File: config.mk
export PLATFORM = sky130hd
export DESIGN_NAME = ctrl_ex_rd
export DESIGN_NICKNAME = d
export VERILOG_FILES = /design/src/rtl/ctrl_ex_rd.sv
export SDC_FILE = /design/constraint.sdc
export NUM_CORES = 1
export LEC_CHECK = 0
export BUFFER_PORTS_ARGS = -buffer_cell sky130_fd_sc_hd__buf_2
export CAP_MARGIN = 25
export CELL_PAD_IN_SITES_DETAIL_PLACEMENT = 2
export CELL_PAD_IN_SITES_GLOBAL_PLACEMENT = 2
export CORE_MARGIN = 8
export CORE_UTILIZATION = 30
export CTS_BUF_LIST = sky130_fd_sc_hd__clkbuf_16
export DETAILED_ROUTE_END_ITERATION = 10
export PLACE_DENSITY = 0.81
export REMOVE_ABC_BUFFERS = 1
export SLEW_MARGIN = 25
export SYNTH_ARGS = -nofsm -noshare
export SYNTH_HDL_FRONTEND = slang
export SYNTH_SLANG_ARGS = --single-unit
File: constraint.sdc
create_clock -name clk -period 3.1 [get_ports clk]
set_input_delay 0.155 -clock clk [delete_from_list [all_inputs] [get_ports clk]]
set_output_delay 0.155 -clock clk [all_outputs]
set_load 0.01 [all_outputs]
File: src/rtl/ctrl_ex_rd.sv
`default_nettype none
// ============================================================================
//  Module      : ctrl_ex_rd
//  Description : Execute-side read controller for the activation and weight
//                tile buffers. On an accepted tile start it latches the tile
//                sizes and walks the act x wgt read schedule. It drives the
//                buffer read enables and addresses and aligns valid/last
//                strobes to the buffer read latency for the BS and BP PE
//                arrays. It pulses ex_tile_end once the last read data of the
//                tile has been presented.
//
//  Ports
//    clk, rst_n           : clock, synchronous active-low reset
//    ex_tile_start        : start-of-tile pulse (ignored while busy)
//    bw_act_times         : activation words per tile
//    bs_bw_wgt_times      : bit-serial weight words per tile
//    bp_bw_wgt_times      : bit-parallel weight words per tile
//    ex_ready             : PE array can accept an issue this cycle
//    act_rd_en/_addr      : activation buffer read port
//    bs_wgt_rd_en/_addr   : BS weight buffer read port
//    bp_wgt_rd_en/_addr   : BP weight buffer read port
//    bs_rd_valid          : BS read data valid (issue delayed by RD_LAT)
//    bp_rd_valid          : BP read data valid (issue delayed by RD_LAT)
//    rd_last              : final issue of the tile, delayed by RD_LAT
//    ex_busy              : high from accepted start until ex_tile_end
//    ex_tile_end          : one-cycle end-of-tile pulse
//
//  Revision    : 1.0 - initial release
// ============================================================================
module ctrl_ex_rd #(
    parameter int unsigned ADDR_W = 16,
    parameter int unsigned RD_LAT = 2
) (
    input  logic              clk,
    input  logic              rst_n,
    input  logic              ex_tile_start,
    input  logic [ADDR_W-1:0] bw_act_times,
    input  logic [ADDR_W-1:0] bs_bw_wgt_times,
    input  logic [ADDR_W-1:0] bp_bw_wgt_times,
    input  logic              ex_ready,
    output logic              act_rd_en,
    output logic [ADDR_W-1:0] act_rd_addr,
    output logic              bs_wgt_rd_en,
    output logic [ADDR_W-1:0] bs_wgt_rd_addr,
    output logic              bp_wgt_rd_en,
    output logic [ADDR_W-1:0] bp_wgt_rd_addr,
    output logic              bs_rd_valid,
    output logic              bp_rd_valid,
    output logic              rd_last,
    output logic              ex_busy,
    output logic              ex_tile_end
);

    typedef enum logic [1:0] {
        ST_IDLE  = 2'd0,
        ST_RUN   = 2'd1,
        ST_DRAIN = 2'd2,
        ST_DONE  = 2'd3
    } state_t;

    localparam logic [ADDR_W:0]   C_ONE_EXT = {{ADDR_W{1'b0}}, 1'b1};
    localparam logic [ADDR_W-1:0] C_INC     = {{(ADDR_W-1){1'b0}}, 1'b1};

    state_t            state_q;
    logic [ADDR_W-1:0] act_sz_q;
    logic [ADDR_W-1:0] bs_sz_q;
    logic [ADDR_W-1:0] bp_sz_q;
    logic [ADDR_W-1:0] wgt_sz_q;
    logic [ADDR_W-1:0] act_cnt_q;
    logic [ADDR_W-1:0] act_cnt_d;
    logic [ADDR_W-1:0] wgt_cnt_q;
    logic [ADDR_W-1:0] wgt_cnt_d;
    logic              busy_q;
    logic              tile_end_q;
    logic [RD_LAT-1:0] bs_pipe_q;
    logic [RD_LAT-1:0] bp_pipe_q;
    logic [RD_LAT-1:0] last_pipe_q;

    logic              w_issue;
    logic              w_act_wrap;
    logic              w_wgt_wrap;
    logic              w_last_issue;
    logic              w_bs_en;
    logic              w_bp_en;
    logic              w_last_to_out;
    logic              w_zero_size;
    logic [ADDR_W-1:0] w_wgt_sz_in;
    logic [ADDR_W:0]   w_act_max;
    logic [ADDR_W:0]   w_wgt_max;

    // Terminal counts are formed one bit wider so a zero size cannot wrap
    // around to an all-ones terminal count.
    assign w_act_max    = {1'b0, act_sz_q} - C_ONE_EXT;
    assign w_wgt_max    = {1'b0, wgt_sz_q} - C_ONE_EXT;
    assign w_act_wrap   = ({1'b0, act_cnt_q} == w_act_max);
    assign w_wgt_wrap   = ({1'b0, wgt_cnt_q} == w_wgt_max);

    assign w_issue      = (state_q == ST_RUN) && ex_ready;
    assign w_last_issue = w_issue && w_act_wrap && w_wgt_wrap;
    assign w_bs_en      = w_issue && (wgt_cnt_q < bs_sz_q);
    assign w_bp_en      = w_issue && (wgt_cnt_q < bp_sz_q);

    // The weight loop runs over the longer of the two weight streams; the
    // shorter stream simply has its enable masked for the tail words.
    assign w_wgt_sz_in  = (bs_bw_wgt_times >= bp_bw_wgt_times) ? bs_bw_wgt_times
                                                               : bp_bw_wgt_times;
    assign w_zero_size  = (bw_act_times == '0) || (w_wgt_sz_in == '0);

    // The FSM enters DONE on the same edge that presents rd_last, so the end
    // pulse follows rd_last by exactly one cycle. This looks at the value
    // about to be shifted into the final pipeline stage.
    if (RD_LAT == 1) begin : g_lat_one
        assign w_last_to_out = w_last_issue;
    end else begin : g_lat_multi
        assign w_last_to_out = last_pipe_q[RD_LAT-2];
    end

    always_comb begin
        act_cnt_d = act_cnt_q;
        wgt_cnt_d = wgt_cnt_q;
        if (w_issue) begin
            if (w_wgt_wrap) begin
                wgt_cnt_d = '0;
                // Activation counter parks on its last value after the final issue.
                if (!w_act_wrap) begin
                    act_cnt_d = act_cnt_q + C_INC;
                end
            end else begin
                wgt_cnt_d = wgt_cnt_q + C_INC;
            end
        end
    end

    always_ff @(posedge clk) begin
        if (!rst_n) begin
            state_q    <= ST_IDLE;
            act_sz_q   <= '0;
            bs_sz_q    <= '0;
            bp_sz_q    <= '0;
            wgt_sz_q   <= '0;
            act_cnt_q  <= '0;
            wgt_cnt_q  <= '0;
            busy_q     <= 1'b0;
            tile_end_q <= 1'b0;
        end else begin
            tile_end_q <= 1'b0;
            case (state_q)
                ST_IDLE: begin
                    if (ex_tile_start) begin
                        act_sz_q  <= bw_act_times;
                        bs_sz_q   <= bs_bw_wgt_times;
                        bp_sz_q   <= bp_bw_wgt_times;
                        wgt_sz_q  <= w_wgt_sz_in;
                        act_cnt_q <= '0;
                        wgt_cnt_q <= '0;
                        busy_q    <= 1'b1;
                        state_q   <= w_zero_size ? ST_DONE : ST_RUN;
                    end
                end
                ST_RUN: begin
                    act_cnt_q <= act_cnt_d;
                    wgt_cnt_q <= wgt_cnt_d;
                    if (w_last_issue) begin
                        state_q <= w_last_to_out ? ST_DONE : ST_DRAIN;
                    end
                end
                ST_DRAIN: begin
                    if (w_last_to_out) begin
                        state_q <= ST_DONE;
                    end
                end
                ST_DONE: begin
                    tile_end_q <= 1'b1;
                    busy_q     <= 1'b0;
                    state_q    <= ST_IDLE;
                end
                default: begin
                    state_q <= ST_IDLE;
                end
            endcase
        end
    end

    // Buffer reads cannot be stalled, so this pipeline always advances;
    // a non-issue cycle simply inserts a bubble.
    always_ff @(posedge clk) begin
        if (!rst_n) begin
            bs_pipe_q   <= '0;
            bp_pipe_q   <= '0;
            last_pipe_q <= '0;
        end else begin
            bs_pipe_q[0]   <= w_bs_en;
            bp_pipe_q[0]   <= w_bp_en;
            last_pipe_q[0] <= w_last_issue;
            for (int i = 1; i < int'(RD_LAT); i++) begin
                bs_pipe_q[i]   <= bs_pipe_q[i-1];
                bp_pipe_q[i]   <= bp_pipe_q[i-1];
                last_pipe_q[i] <= last_pipe_q[i-1];
            end
        end
    end

    assign act_rd_en      = w_issue;
    assign act_rd_addr    = act_cnt_q;
    assign bs_wgt_rd_en   = w_bs_en;
    assign bs_wgt_rd_addr = wgt_cnt_q;
    assign bp_wgt_rd_en   = w_bp_en;
    assign bp_wgt_rd_addr = wgt_cnt_q;
    assign bs_rd_valid    = bs_pipe_q[RD_LAT-1];
    assign bp_rd_valid    = bp_pipe_q[RD_LAT-1];
    assign rd_last        = last_pipe_q[RD_LAT-1];
    assign ex_busy        = busy_q;
    assign ex_tile_end    = tile_end_q;

endmodule
`default_nettype wire

### Word-level counts from Yosys, hierarchy flattened

Cells that the tools add are included.

| storage, ports and cells | value |
|---|---|
| register bits | 106 |
| input bits | 52 |
| output and inout port bits | 56 |
| logic and storage cells | 64 |

| cells by class | value |
|---|---|
| add/sub/neg operators | 4 |
| magnitude comparators | 3 |
| equality and inequality tests | 11 |
| muxes and demuxes | 18 |
| reduce and logical (&&, ||, !) cells | 16 |

Operator list:

| cell | number |
|---|---|
| $mux 16 | 7 |
| $pmux 16 s2 | 2 |
| $eq 16x17->1 | 2 |
| $sub 16x1->17 const B | 2 |
| $add 16x1->16 const B | 2 |
| $logic_not 16->1 | 2 |
| $lt 16x16->1 | 2 |
| $ge 16x16->1 | 1 |
| $ne 2x2->1 const B | 6 |
| $mux 2 | 4 |
| $pmux 2 s4 | 1 |
| $reduce_and 3->1 | 2 |
| $logic_and 1x1->1 | 5 |
| $reduce_and 5->1 | 1 |
| $eq 2x2->1 const B | 2 |
| $reduce_and 2->1 | 2 |
| $reduce_bool 2->1 | 2 |
| $mux 1 | 3 |
| $eq 2x1->1 const B | 1 |
| $logic_not 2->1 | 1 |
| $pmux 1 s2 | 1 |
| $logic_or 1x1->1 | 1 |

### Logic depth before layout (Yosys ltp)

| depth | value |
|---|---|
| word-level depth | 7 |
| gate-level depth with buffers | 13 |
| depth with buffers taken out | 11 |

### Least setup slack after synthesis

No wires, ideal clock.

| timing path | value |
|---|---|
| path kind | reg-to-reg |
| start point | register wgt_sz_q[0] |
| end point | register act_cnt_q[11], in the netlist act_rd_addr[11] |
| library setup time | 0.070 ns |
| arrival time | 3.339 ns |
| data required time | 3.030 ns |
| path slack | -0.310 ns |
| cell stages (with the launch flop) | 13 |
| buffers on the path | 2 |
| period minus slack after synthesis | 3.410 ns |
| path through | dfxtp_1 clkbuf_1 inv_1 ha_1 nor3b_1 nand2_1 or4_1 xnor2_1 or4_4 o21a_1 buf_6 or4_1 a21oi_1 |

| on the way | value |
|---|---|
| longest elaborated chain between the ends | 4 |

Ends and longest elaborated chain:

| what | RTL line | source |
|---|---|---|
| from (decl) | 68 | `logic [ADDR_W-1:0] wgt_sz_q;` |
| from (signal assigned) | 153 | `wgt_sz_q <= w_wgt_sz_in;` |
| $sub 16x1->17 | 94 | `assign w_wgt_max = {1'b0, wgt_sz_q} - C_ONE_EXT;` |
| $eq 16x17->1 | 96 | `assign w_wgt_wrap = ({1'b0, wgt_cnt_q} == w_wgt_max);` |
| $ne 2x2->1 (no source line) | - |  |
| $reduce_and 5->1 (no source line) | - |  |
| to (signal assigned) | 161 | `act_cnt_q <= act_cnt_d;` |
| to (decl) | 69 | `logic [ADDR_W-1:0] act_cnt_q;` |

No other way between the ends.
A chain may end at the register's enable or synchronous reset.

### Worst setup path after layout

| timing path | value |
|---|---|
| start point | register wgt_sz_q[4] |
| end point | register act_cnt_q[3], in the netlist act_rd_addr[3] |

The elaborated chain is that of the path after synthesis.

==> impl_metrics.yaml <==
timing:
  finClkSkew_ns: 0.00863
  finalSetupViolations: 7
  slew_viol_final: 0
  setup-tns-final_ns: -0.154
  whs_ns: 0.0380
  fmax_ghz: 0.319
  fin_crit_sh_pct: 101
  max_slew_margin_pct: 50.6
  setup_ws_ns: -0.0354
  grt_setup_unrepaired: "true"
  hold_viol: 0
  layout_min_cycle_time_ns: 3.14
  tightest_slew_ns: 0.738
global_route:
  grt_pass1_vias: 7641
  grt_usage_pct: 18.3
  antenna_found_initial: 0
  overflow: 0
  grt_max_degree: 81
  grt_pass1_wl_mm: 41.0
synth:
  dominantRegCellSynth: "dfxtp_1"
  synth_top_family_by_area: "simple AND/OR/NAND/NOR gates"
  ys_seq_elements: 106
  synthMuxAreaShare_pct: 1.32
  synth-xor-area-share_pct: 6.43
  synth.area.top_cells: "dfxtp_1, ha_1, a21oi_1"
  yosys_warnings: 0
  avgSynthCellArea_um2: 7.63
  yosysSeqAreaShare_pct: 31.2
  synthArstFlopShare_pct: 0
  syn_inst: 893
  syn_area_um2: 6810
  yosysTopAreaCellShare_pct: 31.2
  synth_fa_ha_area_share_pct: 10.1
  synth_compound_area_share_pct: 17.3
  synth_edf_count: 0
  synth-simple-area-share_pct: 25.8
  synth_cell_type_count: 58
  yosysTopAreaCell: "dfxtp_1"
setup_path:
  slowest_delay_ns: 0.55
  cp_cell_sequence: "or4_4, nor4_4, o21ai_1, and3_1, or4_4, o21a_4, buf_4, clkbuf_16, or3_1, a21oi_1"
  critPathArrivalTime_ns: 3.44
  crit_top_cell: "or4_4"
  critical_path_class: "reg -> reg"
  worstSetupEndpointType: "flip-flop"
  cp_max_fo: 7
  required_ns: 3.40
  start_kind: "flip-flop"
  critPathSlowestCell: "or4_4"
route:
  wl_mm: 26.9
  post_drt_wl_per_cell_um: 20.7
  vias: 7014
  postRouteAntennaNets: 0
  vias_per_cell: 5.39
  drc: 0
  dr.first_iter.drc_count: 258
  dr.pass1.iters: 4
floorplanning:
  die-area_um2: 27800
  core_um2: 22400
  die_h_um: 167
  rows: 55
  pin_count: 108
  die_w_um: 167
  start_util_pct: 30.4
layout:
  area_growth_pct: 22.4
  fin_util_pct: 37.2
  seq_area_um2: 2130
  n_fill_cell: 2633
  final_area_um2: 8340
  layout-drive-gt1-share_pct: 21.9
  final_cell_mix: "nand2_1, buf_2, dfxtp_1"
  layout_commonest_cell: "nand2_1"
  multi_input_area_um2: 4330
  diodes: 0
  nets: 1120
place:
  place_congestion: 0.858
  hpwl_mm: 19.8
  port_buffers: 107
  place_ws_ns: -0.155
  placed_cell_area_um2: 7820
clocking:
  ctsLongestPathBuffers: 2
  root_buffer: "clkbuf_16"
  cts_hold_buf: 0
  worstSkewPairLatency_ns: 0.37
  path_clk_slew_ns: 0.08
  htreeDepth: 3
  cts_made_buffers: 9
  cts_tree: "done"
  numClockSinks: 106
power:
  p_per_area_nw_per_um2: 679
  irDropWorstVdd_mv: 0.307
  cellLeakagePower_nw: 3.53
run_status:
  status: "finished, violations left"
  violations: "negative setup slack"
hold_path:
  worstHoldPathType: "in -> reg"
job:
  maxCapViolCount: 0
-- synth_stat cells, types with 3 or more instances --
library cell and n:
nand2b_1 12, or3_1 12, buf_4 16, a21oi_1 98
a41oi_1 3, and4_1 4, nand2_1 125, o21ai_1 3
clkbuf_1 35, o41ai_1 5, a211oi_1 18, and2_1 7
a31oi_1 3, xor2_1 20, nand3_1 18, nand4_1 19
a211o_1 4, or4_1 9, o21ai_0 22, o211ai_1 3
nor3_1 18, o2111ai_1 3, xnor2_1 30, ha_1 55
nor4_1 22, nor2b_1 5, inv_1 63, mux2i_1 9
and3_1 9, dfxtp_1 106, nor4b_1 4, a21o_1 10
buf_6 3, o31ai_1 8, nor2_1 79
-- critical path: cells and delay by family, from the launching register on --
kind                   cells  cell delay [ns]
AOI/OAI and AO/OA          3             0.45
DFF                        1             0.40
and+or+nand+nor            5             1.89
buffers and inverters      2             0.32
-- cells by family after synthesis --
| group | after synthesis |
|---|---|
| buffers and inverters | 121 |
| AOI/OAI and AO/OA | 194 |
| DFF | 106 |
| and+or+nand+nor | 358 |
| muxes | 9 |
| adders and majority gates | 55 |
| xor gates and xnor gates | 50 |
-- layout make-up --
cell class | instances | share of cell area, %
Multi-Input combinational cell | 666 | 51.9
Clock buffer | 9 | 2.70
Timing Repair Buffer | 166 | 12.3
Sequential cell | 106 | 25.5
Tap cell | 285 | 4.28
Clock inverter | 6 | 0.420
Inverter | 64 | 2.88
-- per-layer routing --
metal  vias to the layer above  share of wire (%)  track usage, %
met4                         0                2.7            6.93
met5                         -                  0               0
li1                       3343                  -               -
met2                       129                 51            33.1
met3                        39                2.9            2.93
met1                      3503                 43            21.3
-- registers in the layout, summed over array words and instances (netlist names) --
signal / count
bp_sz_q: 16
wgt_sz_q: 16
bp_wgt_rd_addr: 16
ex_tile_end: 1
state_q: 2
bs_sz_q: 16
ex_busy: 1
act_sz_q: 16
last_pipe_q: 2
act_rd_addr: 16
bs_pipe_q: 2
bp_pipe_q: 2
-- what timing repair did --
action,in CTS,in global routing
endpoints found under the setup margin,32,34
hold endpoints to repair,0,0
pin swaps,3,10
resized for setup,9,30
setup buffers,2,6
cloned,0,2
-- through the flow --
step	power [W]	std cells
floorplan	0.00325	836
global placement	0.00413	1277
detailed placement	0.00427	1277
CTS	0.00546	1294
global route	0.00602	1302
finish	0.00566	1302
-- report_power, final --
group / total, W / switching, W / internal [W]
clock: 0.00109 / 0.000556 / 0.000536
combinational: 0.00278 / 0.00165 / 0.00113
sequential: 0.00179 / 0.000216 / 0.00157
total: 0.00566 / 0.00242 / 0.00324
-- path summary, 6_finish.rpt --
check / start / to / slack [ns] / cells after the start
max reg2reg: wgt_sz_q[4] / act_rd_addr[3] / -0.04 / 10
min: bw_act_times[9] / act_sz_q[9] / 0.04 / 3
min reg2reg: bs_pipe_q[0] / bs_pipe_q[1] / 0.44 / 1
max: wgt_sz_q[4] / act_rd_addr[3] / -0.04 / 10
Note: power is estimated with default switching activity, not from simulation.
